--- src/rtl/tmds_encoder_pipe.sv ---
// tmds_encoder_pipe: NUM_CH-lane TMDS encoder with a two-stage pipeline.
// Handles control, TERC4 data island, video (running disparity) and guard band.
// Optional macro TMDS_DISP_MON_EN exposes each lane's disparity counter on disp_mon.
module tmds_encoder_pipe #(
  parameter int NUM_CH = 3,
  parameter int CNT_W  = 5
) (
  input  logic                      clklow,
  input  logic                      reset,
  input  logic                      in_valid,
  input  logic [1:0]                mode,
  input  logic [8*NUM_CH-1:0]       pix_data,
  input  logic [2*NUM_CH-1:0]       ctrl,
  input  logic [4*NUM_CH-1:0]       aux_data,
  output logic [10*NUM_CH-1:0]      tmds_word,
  output logic                      out_valid
`ifdef TMDS_DISP_MON_EN
  ,
  output logic [CNT_W*NUM_CH-1:0]   disp_mon
`endif
);

  localparam logic [9:0] CTRL00_WORD = 10'b1101010100;

  function automatic logic [3:0] countOnes(input logic [7:0] v);
    logic [3:0] s;
    s = '0;
    for (int k = 0; k < 8; k++) s = s + {3'b000, v[k]};
    return s;
  endfunction

  function automatic logic [8:0] encodeQm(input logic [7:0] d);
    logic [3:0] ones;
    logic       useXnor;
    logic [8:0] q;
    ones    = countOnes(d);
    useXnor = (ones > 4'd4) || ((ones == 4'd4) && !d[0]);
    q       = '0;
    q[0]    = d[0];
    for (int k = 1; k < 8; k++) q[k] = useXnor ? ~(q[k-1] ^ d[k]) : (q[k-1] ^ d[k]);
    q[8]    = ~useXnor;
    return q;
  endfunction

  function automatic logic [9:0] ctrlCode(input logic [1:0] c);
    case (c)
      2'b00:   return 10'b1101010100;
      2'b01:   return 10'b0010101011;
      2'b10:   return 10'b0101010100;
      default: return 10'b1010101011;
    endcase
  endfunction

  function automatic logic [9:0] terc4Code(input logic [3:0] a);
    case (a)
      4'h0: return 10'b1010011100;
      4'h1: return 10'b1001100011;
      4'h2: return 10'b1011100100;
      4'h3: return 10'b1011100010;
      4'h4: return 10'b0101110001;
      4'h5: return 10'b0100011110;
      4'h6: return 10'b0110001110;
      4'h7: return 10'b0100111100;
      4'h8: return 10'b1011001100;
      4'h9: return 10'b0100111001;
      4'hA: return 10'b0110011100;
      4'hB: return 10'b1011000110;
      4'hC: return 10'b1010001110;
      4'hD: return 10'b1001110001;
      4'hE: return 10'b0101100011;
      default: return 10'b1011000011;
    endcase
  endfunction

  logic                validS1_q;
  logic [1:0]          modeS1_q;
  logic [8:0]          qmS1_d   [NUM_CH];
  logic [3:0]          n1S1_d   [NUM_CH];
  logic [8:0]          qmS1_q   [NUM_CH];
  logic [3:0]          n1S1_q   [NUM_CH];
  logic [1:0]          ctrlS1_q [NUM_CH];
  logic [3:0]          auxS1_q  [NUM_CH];

  logic                outValid_q;
  logic [9:0]          wordS2_d [NUM_CH];
  logic [9:0]          wordS2_q [NUM_CH];
  logic [CNT_W-1:0]    cntS2_d  [NUM_CH];
  logic [CNT_W-1:0]    cntS2_q  [NUM_CH];

  // Stage-1 transition-minimised byte and its ones count, per lane.
  always_comb begin
    for (int i = 0; i < NUM_CH; i++) begin
      qmS1_d[i] = encodeQm(pix_data[8*i +: 8]);
      n1S1_d[i] = countOnes(qmS1_d[i][7:0]);
    end
  end

  // Stage-1 register: valid is reset so bubbles and reset flush the pipe; payload just follows.
  always_ff @(posedge clklow) begin
    if (reset) validS1_q <= 1'b0;
    else       validS1_q <= in_valid;
    modeS1_q <= mode;
    for (int i = 0; i < NUM_CH; i++) begin
      qmS1_q[i]   <= qmS1_d[i];
      n1S1_q[i]   <= n1S1_d[i];
      ctrlS1_q[i] <= ctrl[2*i +: 2];
      auxS1_q[i]  <= aux_data[4*i +: 4];
    end
  end

  // Stage-2 symbol selection and disparity update; a bubble keeps word and counter.
  always_comb begin
    logic [8:0]       qm;
    logic [CNT_W-1:0] cnt, n1s, n0s, twoQm8, twoNotQm8;
    logic             cntZero, cntPos, cntNeg, balanced, moreOnes, moreZeros;
    for (int i = 0; i < NUM_CH; i++) begin
      wordS2_d[i] = wordS2_q[i];
      cntS2_d[i]  = cntS2_q[i];
      qm          = qmS1_q[i];
      cnt         = cntS2_q[i];
      n1s         = {{(CNT_W-4){1'b0}}, n1S1_q[i]};
      n0s         = CNT_W'(8) - n1s;
      twoQm8      = qm[8] ? CNT_W'(2) : '0;
      twoNotQm8   = qm[8] ? '0 : CNT_W'(2);
      cntZero     = (cnt == '0);
      cntNeg      = cnt[CNT_W-1];
      cntPos      = !cntNeg && !cntZero;
      balanced    = (n1S1_q[i] == 4'd4);
      moreOnes    = (n1S1_q[i] > 4'd4);
      moreZeros   = (n1S1_q[i] < 4'd4);
      if (validS1_q) begin
        case (modeS1_q)
          2'd0: begin
            wordS2_d[i] = ctrlCode(ctrlS1_q[i]);
            cntS2_d[i]  = '0;
          end
          2'd1: begin
            wordS2_d[i] = terc4Code(auxS1_q[i]);
            cntS2_d[i]  = '0;
          end
          2'd3: begin
            wordS2_d[i] = ((i % 2) == 0) ? 10'b1011001100 : 10'b0100110011;
            cntS2_d[i]  = '0;
          end
          default: begin
            if (cntZero || balanced) begin
              wordS2_d[i] = {~qm[8], qm[8], (qm[8] ? qm[7:0] : ~qm[7:0])};
              cntS2_d[i]  = qm[8] ? (cnt + n1s - n0s) : (cnt + n0s - n1s);
            end else if ((cntPos && moreOnes) || (cntNeg && moreZeros)) begin
              wordS2_d[i] = {1'b1, qm[8], ~qm[7:0]};
              cntS2_d[i]  = cnt + twoQm8 + n0s - n1s;
            end else begin
              wordS2_d[i] = {1'b0, qm[8], qm[7:0]};
              cntS2_d[i]  = cnt + n1s - n0s - twoNotQm8;
            end
          end
        endcase
      end
    end
  end

  // Stage-2 register: output word, output valid and per-lane disparity counters.
  always_ff @(posedge clklow) begin
    if (reset) begin
      outValid_q <= 1'b0;
      for (int i = 0; i < NUM_CH; i++) begin
        wordS2_q[i] <= CTRL00_WORD;
        cntS2_q[i]  <= '0;
      end
    end else begin
      outValid_q <= validS1_q;
      for (int i = 0; i < NUM_CH; i++) begin
        wordS2_q[i] <= wordS2_d[i];
        cntS2_q[i]  <= cntS2_d[i];
      end
    end
  end

  // Flatten the per-lane registers onto the output buses.
  always_comb begin
    tmds_word = '0;
    for (int i = 0; i < NUM_CH; i++) tmds_word[10*i +: 10] = wordS2_q[i];
  end

  assign out_valid = outValid_q;

`ifdef TMDS_DISP_MON_EN
  // Counter state after the symbol currently presented on tmds_word.
  always_comb begin
    disp_mon = '0;
    for (int i = 0; i < NUM_CH; i++) disp_mon[CNT_W*i +: CNT_W] = cntS2_q[i];
  end
`endif

endmodule

--- config.mk ---
export PLATFORM = sky130hd
export DESIGN_NAME = tmds_encoder_pipe
export DESIGN_NICKNAME = d
export VERILOG_FILES = /design/src/rtl/tmds_encoder_pipe.sv
export SDC_FILE = /design/constraint.sdc
export NUM_CORES = 1
export LEC_CHECK = 0
export ABC_AREA = 1
export BUFFER_PORTS_ARGS = -buffer_cell sky130_fd_sc_hd__clkbuf_2
export CAP_MARGIN = 20
export CELL_PAD_IN_SITES_DETAIL_PLACEMENT = 1
export CELL_PAD_IN_SITES_GLOBAL_PLACEMENT = 2
export CORE_MARGIN = 2
export CORE_UTILIZATION = 35
export CTS_CLUSTER_DIAMETER = 40
export DETAILED_ROUTE_END_ITERATION = 10
export GPL_TIMING_DRIVEN = 0
export PLACE_DENSITY_LB_ADDON = 0.1
export SLEW_MARGIN = 30
export SYNTH_ARGS = -nofsm -noshare
export SYNTH_HDL_FRONTEND = slang
export SYNTH_SLANG_ARGS = --single-unit
--- constraint.sdc ---
create_clock -name clklow -period 7.1 [get_ports clklow]
set_input_delay 1.42 -clock clklow [delete_from_list [all_inputs] [get_ports clklow]]
set_output_delay 1.42 -clock clklow [all_outputs]
set_load 0.02 [all_outputs]
== Word-level counts from Yosys, hierarchy flattened ==
Memory sizes are Yosys's and may differ from the RTL's.
Cells that the tools add are included.

* Bits in writable memories: 102
* Bits in read-only memories: 480
* Memories kept: 9
* Bits in registers: 4
* Logic and storage cells: 268

{| class="wikitable"
|+ Memories
! memory !! depth !! width !! read ports !! clocked after Yosys merged registers in !! write ports !! RTL line !! source
|-
| (name not given) || 16 || 10 || 1 || 0 || 0 || 55 || <nowiki>case (a)</nowiki>
|-
| (name not given) || 16 || 10 || 1 || 0 || 0 || 55 ||
|-
| (name not given) || 16 || 10 || 1 || 0 || 0 || 55 ||
|-
| wordS2_q || 3 || 10 || 3 || 0 || 3 || 86 || <nowiki>logic [9:0] wordS2_q [NUM_CH];</nowiki>
|-
| qmS1_q || 3 || 9 || 3 || 0 || 3 || 79 || <nowiki>logic [8:0] qmS1_q [NUM_CH];</nowiki>
|-
| cntS2_q || 3 || 5 || 3 || 0 || 3 || 88 || <nowiki>logic [CNT_W-1:0] cntS2_q [NUM_CH];</nowiki>
|-
| 3 more memories || - || - || - || - || - || - ||
|}

* Magnitude comparators: 9
* Add/sub/neg operators: 69
* Bitwise operators: 57
* Reduce and logical (&&, ||, !) cells: 38
* Muxes and demuxes: 69
* Eq/ne operators: 14

{| class="wikitable"
|+ Operators with widths
! cell !! number
|-
| one-hot mux 10 bit (3 select lines) || 6
|-
| two-way mux 10 bit || 12
|-
| adder 4 x 1 -> 4 bit || 24
|-
| two-way mux 5 bit || 18
|-
| adder 5 bit || 6
|-
| subtractor 5 x 4 -> 5 bit || 6
|-
| NOT 1 bit || 27
|-
| adder 3 x 1 -> 4 bit || 6
|-
| == test 4 x 3 -> 1 bit, second input constant || 6
|-
| greater-than comparator 4 x 3 -> 1 bit, second input constant || 6
|-
| two-way mux 1 bit || 24
|-
| two-way mux 8 bit || 3
|-
| NOT 8 bit || 3
|-
| XOR 1 bit || 21
|-
| adder 2 x 1 -> 3 bit || 6
|-
| adder 5 x 2 -> 5 bit || 3
|-
| adder 5 x 4 -> 5 bit || 3
|-
| zero test 5 bit || 3
|-
| subtractor 4 x 4 -> 5 bit, first input constant || 3
|-
| subtractor 5 x 2 -> 5 bit || 3
|-
| subtractor 5 bit || 3
|-
| adder 1 x 1 -> 2 bit || 6
|-
| logical AND 1 bit || 12
|-
| < comparator 4 x 3 -> 1 bit, second input constant || 3
|-
| other kinds (8) || 43
|}

== Logic depth before layout (Yosys ltp) ==
* Depth in word-level cells: 30
* Mapped depth: 21

== Worst setup path before layout ==
OpenSTA, ideal clock, no wires.

* Path type: input to register
* Start: input pix_data[8]
* End: memory n1S1_q[1][2], in the netlist n1S1_q[0][6]
* Slack: 505 ps
* Data arrival time: 6477 ps
* Data required time: 6982 ps
* Path buffers: 0
* Stages: 18
* Setup time: 118 ps
* Cells stage by stage: inv_1 > fa_1 > fa_1 > fa_1 > inv_1 > ha_1 > fa_1 > o31ai_2 > nand2_2 > xnor2_1 > fa_1 > fa_1 > inv_1 > fa_1 > ha_1 > inv_1 > fa_1 > xnor2_1

{| class="wikitable"
|+ RTL lines
! what !! RTL line !! source
|-
| start, declared || 12 || <nowiki>input logic [8*NUM_CH-1:0] pix_data,</nowiki>
|-
| end, declared || 80 || <nowiki>logic [3:0] n1S1_q [NUM_CH];</nowiki>
|}

==> metrics.md <==
| Metric | Value |
|---|---|
| Antenna violations before repair | `0` |
| Run status | `finished clean` |
| Critical path's slowest cell | `fa_1` |
| Depth of the worst register-to-register path | `11` |
| Vias in the first global route | `8167` |
| Clock transition at the registers of the reported paths | `80 ps` |
| Length of the first detailed-routing pass in iterations | `4` |
| Largest delay contributor family on the critical path | `adder cells` |
| Count of nets after finishing | `1448` |
| Filler cell count in the final layout | `3098` |
| Cell types occupying the most area after synthesis | `dfxtp_1 25%, ha_1 15%, nand2_1 11%` |
| Number of cells in the design after placement | `1583` |
| DRC violation count after routing | `0` |
| Worst Hold End | `cntS2_q[0][0]$_SDFFE_PP0P_` |
| Synth Net Count | `1360` |
| Leakage power summed over all cells | `4.84 nW` |
| Post-synth top area cell | `dfxtp_1` |
| Root Driver | `clkbuf_16` |
| Total vias in the final route | `7766` |
| Post-synthesis instance area | `8580 µm²` |
| Worst hold start | `cntS2_q[0][0]$_SDFFE_PP0P_` |
| Synthesized area per cell | `7.26 µm²` |
| HPWL reported at the end of detailed placement | `20900 µm` |
| Share of the yosys chip area belonging to registers | `0.247` |
| Area overhead of the layout relative to synthesis | `12.9%` |
| Number of cells upsized or downsized after cts | `0` |
| Kind of critical path | `in -> reg` |
| First-pass GRT wire length | `42000 µm` |
| Maximum number of pins on one net before global-route repair | `19` |
| Hold WS | `506 ps` |
| Power density over the cells | `504 nW/µm²` |
| Area share of the largest cell type after synthesis | `0.247` |
| Leading cell types in the layout, fill and taps excluded | `257 x nand2_1, 191 x inv_1, 106 x dfxtp_1` |
| Register bit total from synthesis | `106` |
| Critical path's most frequent cell | `fa_1` |
| Fmax | `0.151 GHz` |
| Yosys warns | `0` |
| Max Transition Viols Final | `0` |
| Time the worst path needs with I/O delays and setup | `6630 ps` |
| Routability-driven placement congestion ratio | `0.870` |
| Data arrival time of the critical path | `6880 ps` |
| Share of the clock period used by the worst path after layout | `0.934` |
| Beginning of the worst register-to-register path | `qmS1_q[0][26]$_DFF_P_` |
| I/O pins | `78` |
| DR vias/cell | `4.86` |
| Depth of the worst hold-timing path | `2` |
| Crit path largest cell delay | `560 ps` |
| Later-pin clock latency in the skew report | `360 ps` |
| Skew final | `16.6 ps` |
| Die footprint | `25800 µm²` |
| Total GRT Usage | `0.205` |
| Worst-margin pin slew | `713 ps` |
| Initial standard-cell utilization of the core | `0.355` |
| RSZ-0062 raised after global routing | `false` |
| Cells traversed along the worst timing path | `clkbuf_2, inv_1, fa_1, fa_1, fa_1, inv_1, ha_1, fa_1, o31ai_1, nand2_1, xor2_1, inv_1, fa_1, fa_1, fa_1, inv_1, ha_1, inv_1, fa_1, xnor2_1` |
| Setup TNS | `0 ps` |
| Clock H-tree levels | `3` |
| Clock buffers created by TritonCTS | `9` |
| Crit end category | `flop` |
| Number of distinct library cells after synthesis | `38` |
| Core Footprint | `24200 µm²` |
| Vertical die dimension | `161 µm` |
| Row Count | `57` |
| Horizontal die dimension | `161 µm` |
| Clock buffer depth | `2` |
| Total setup violations reported at the end of the flow | `0` |
| CP Max Fanout | `5` |
| Number of diodes | `0` |
| Post-CTS Setup Bufs | `0` |
| Worst reg-to-reg setup slack | `3870 ps` |
| Final Power | `4.89 mW` |
| Clock sinks | `106` |
| Final Hold Vio Count | `0` |
| Cts-stage hold buffer count | `0` |
| Endpoint of the most critical register-to-register path | `cntS2_q[0][13]$_SDFFE_PP0P_` |
| Maxcap violations | `0` |
| Final routed wire length divided by cell count | `15.8 µm` |
| Data required time at the worst endpoint | `7350 ps` |
| Count of input and output buffers | `77` |
| Hold Crit Class | `reg -> reg` |
| Wirelength, routed | `25300 µm` |
| Antenna viol nets, final | `0` |
| DRC violation total after the first TritonRoute iteration | `265` |
| Worst supply voltage drop on vdd | `0.228 mV` |
| Fraction of layout cells with a size suffix above 1 | `0.109` |
| Buffers & Inverters on Critical Path | `6` |
| Clock tree from TritonCTS | `done` |
| Critical path startpoint category | `input pin` |
| Rel. slew slack | `0.525` |
| Congestion Overflow GR | `0` |
| Most common cell after layout, fill and taps aside | `nand2_1` |
| Post-synthesis instance total | `1182` |
| Count of placed standard cells in the final layout, fillers left out | `1599` |
-- cell usage after synthesis, drive strengths merged --
library cell	n
dfxtp	106
buf	6
clkbuf	18
and2	2
a31oi	7
nor3	4
nand4	5
o311ai	2
o21a	2
or2	18
xnor2	20
nand3	94
clkinv	4
inv	194
fa	30
o211ai	26
a221oi	2
nand2	266
a211oi	1
o31ai	6
o22ai	3
o21ai	87
a21oi	74
xor2	46
a21o	2
ha	101
nand3b	3
a41oi	1
o2111ai	4
o221ai	3
nor2	45
-- metrics by stage --
stage,utilization,setup slack [ps],area (µm²)
after floorplan,-,505,8580
after global placement,0.388,81.8,9370
after detailed placement,0.388,10.5,9370
after CTS,0.401,395,9690
after global routing,0.401,133,9690
final,0.401,466,9690
-- layer usage --
metal / part of all wire / up-vias / global-route usage
li1: - / 3985 / -
met2: 0.47 / 91 / 0.359
met4: 0.011 / 0 / 0.0414
met3: 0.021 / 16 / 0.0158
met5: 0 / - / 0
met1: 0.49 / 3674 / 0.276
-- where the power goes --
group	leakage, nW	total [mW]	internal (mW)	switching [mW]
combinational	3.80	3.48	1.39	2.09
clock	0.158	0.540	0.299	0.242
sequential	0.883	0.867	0.748	0.119
total	4.84	4.89	2.44	2.45
-- worst max-delay path by stage --
| stage | cells after the start | slack (ps) | from | endpoint |
|---|---|---|---|---|
| 2_1_floorplan | 18 | 510 | pix_data[8] | n1S1_q[0][6]$_DFF_P_ |
| 3_3_place_gp | 20 | 80 | pix_data[8] | n1S1_q[0][6]$_DFF_P_ |
| 3_5_place_dp | 19 | 10 | pix_data[8] | n1S1_q[0][6]$_DFF_P_ |
| 4_1_cts | 20 | 400 | pix_data[0] | n1S1_q[0][2]$_DFF_P_ |
| 5_1_grt | 19 | 130 | pix_data[8] | n1S1_q[0][6]$_DFF_P_ |
| 6_report | 20 | 470 | pix_data[16] | n1S1_q[0][10]$_DFF_P_ |
-- sequential cells by signal (all words and copies together), names as in the netlist --
register and count:
n1S1_q 12, validS1_q 1, ctrlS1_q 6, modeS1_q 2, out_valid 1, wordS2_q 30, auxS1_q 12, qmS1_q 27
cntS2_q 15
-- cell type report --
type / instances / area [µm²] / share of cell area
well taps: 324 / 405 / 0.0418
inverters: 198 / 743 / 0.0767
plain buffers: 24 / 103 / 0.0106
clock buffers: 11 / 253 / 0.0261
clock inverters: 5 / 65.1 / 0.00671
repair buffers: 77 / 385 / 0.0398
flip-flops and latches: 106 / 2120 / 0.219
multi-input cells: 854 / 5620 / 0.579
-- worst min-delay path: stages, from the launching register on --
cell and delay (ps):
dfxtp_1 310, o211ai_1 80, a21oi_1 60
-- kinds of logic (layout without fill, tap and decap cells) --
group	count (synthesis)	in the layout	synth area share
buf+inv	222	315	0.0985
xor+xnor	66	66	0.0735
compound gates	220	220	0.146
simple gates	437	437	0.217
fa+ha+maj	131	131	0.217
flops	106	106	0.247
Power figures use the tool's default switching activity.
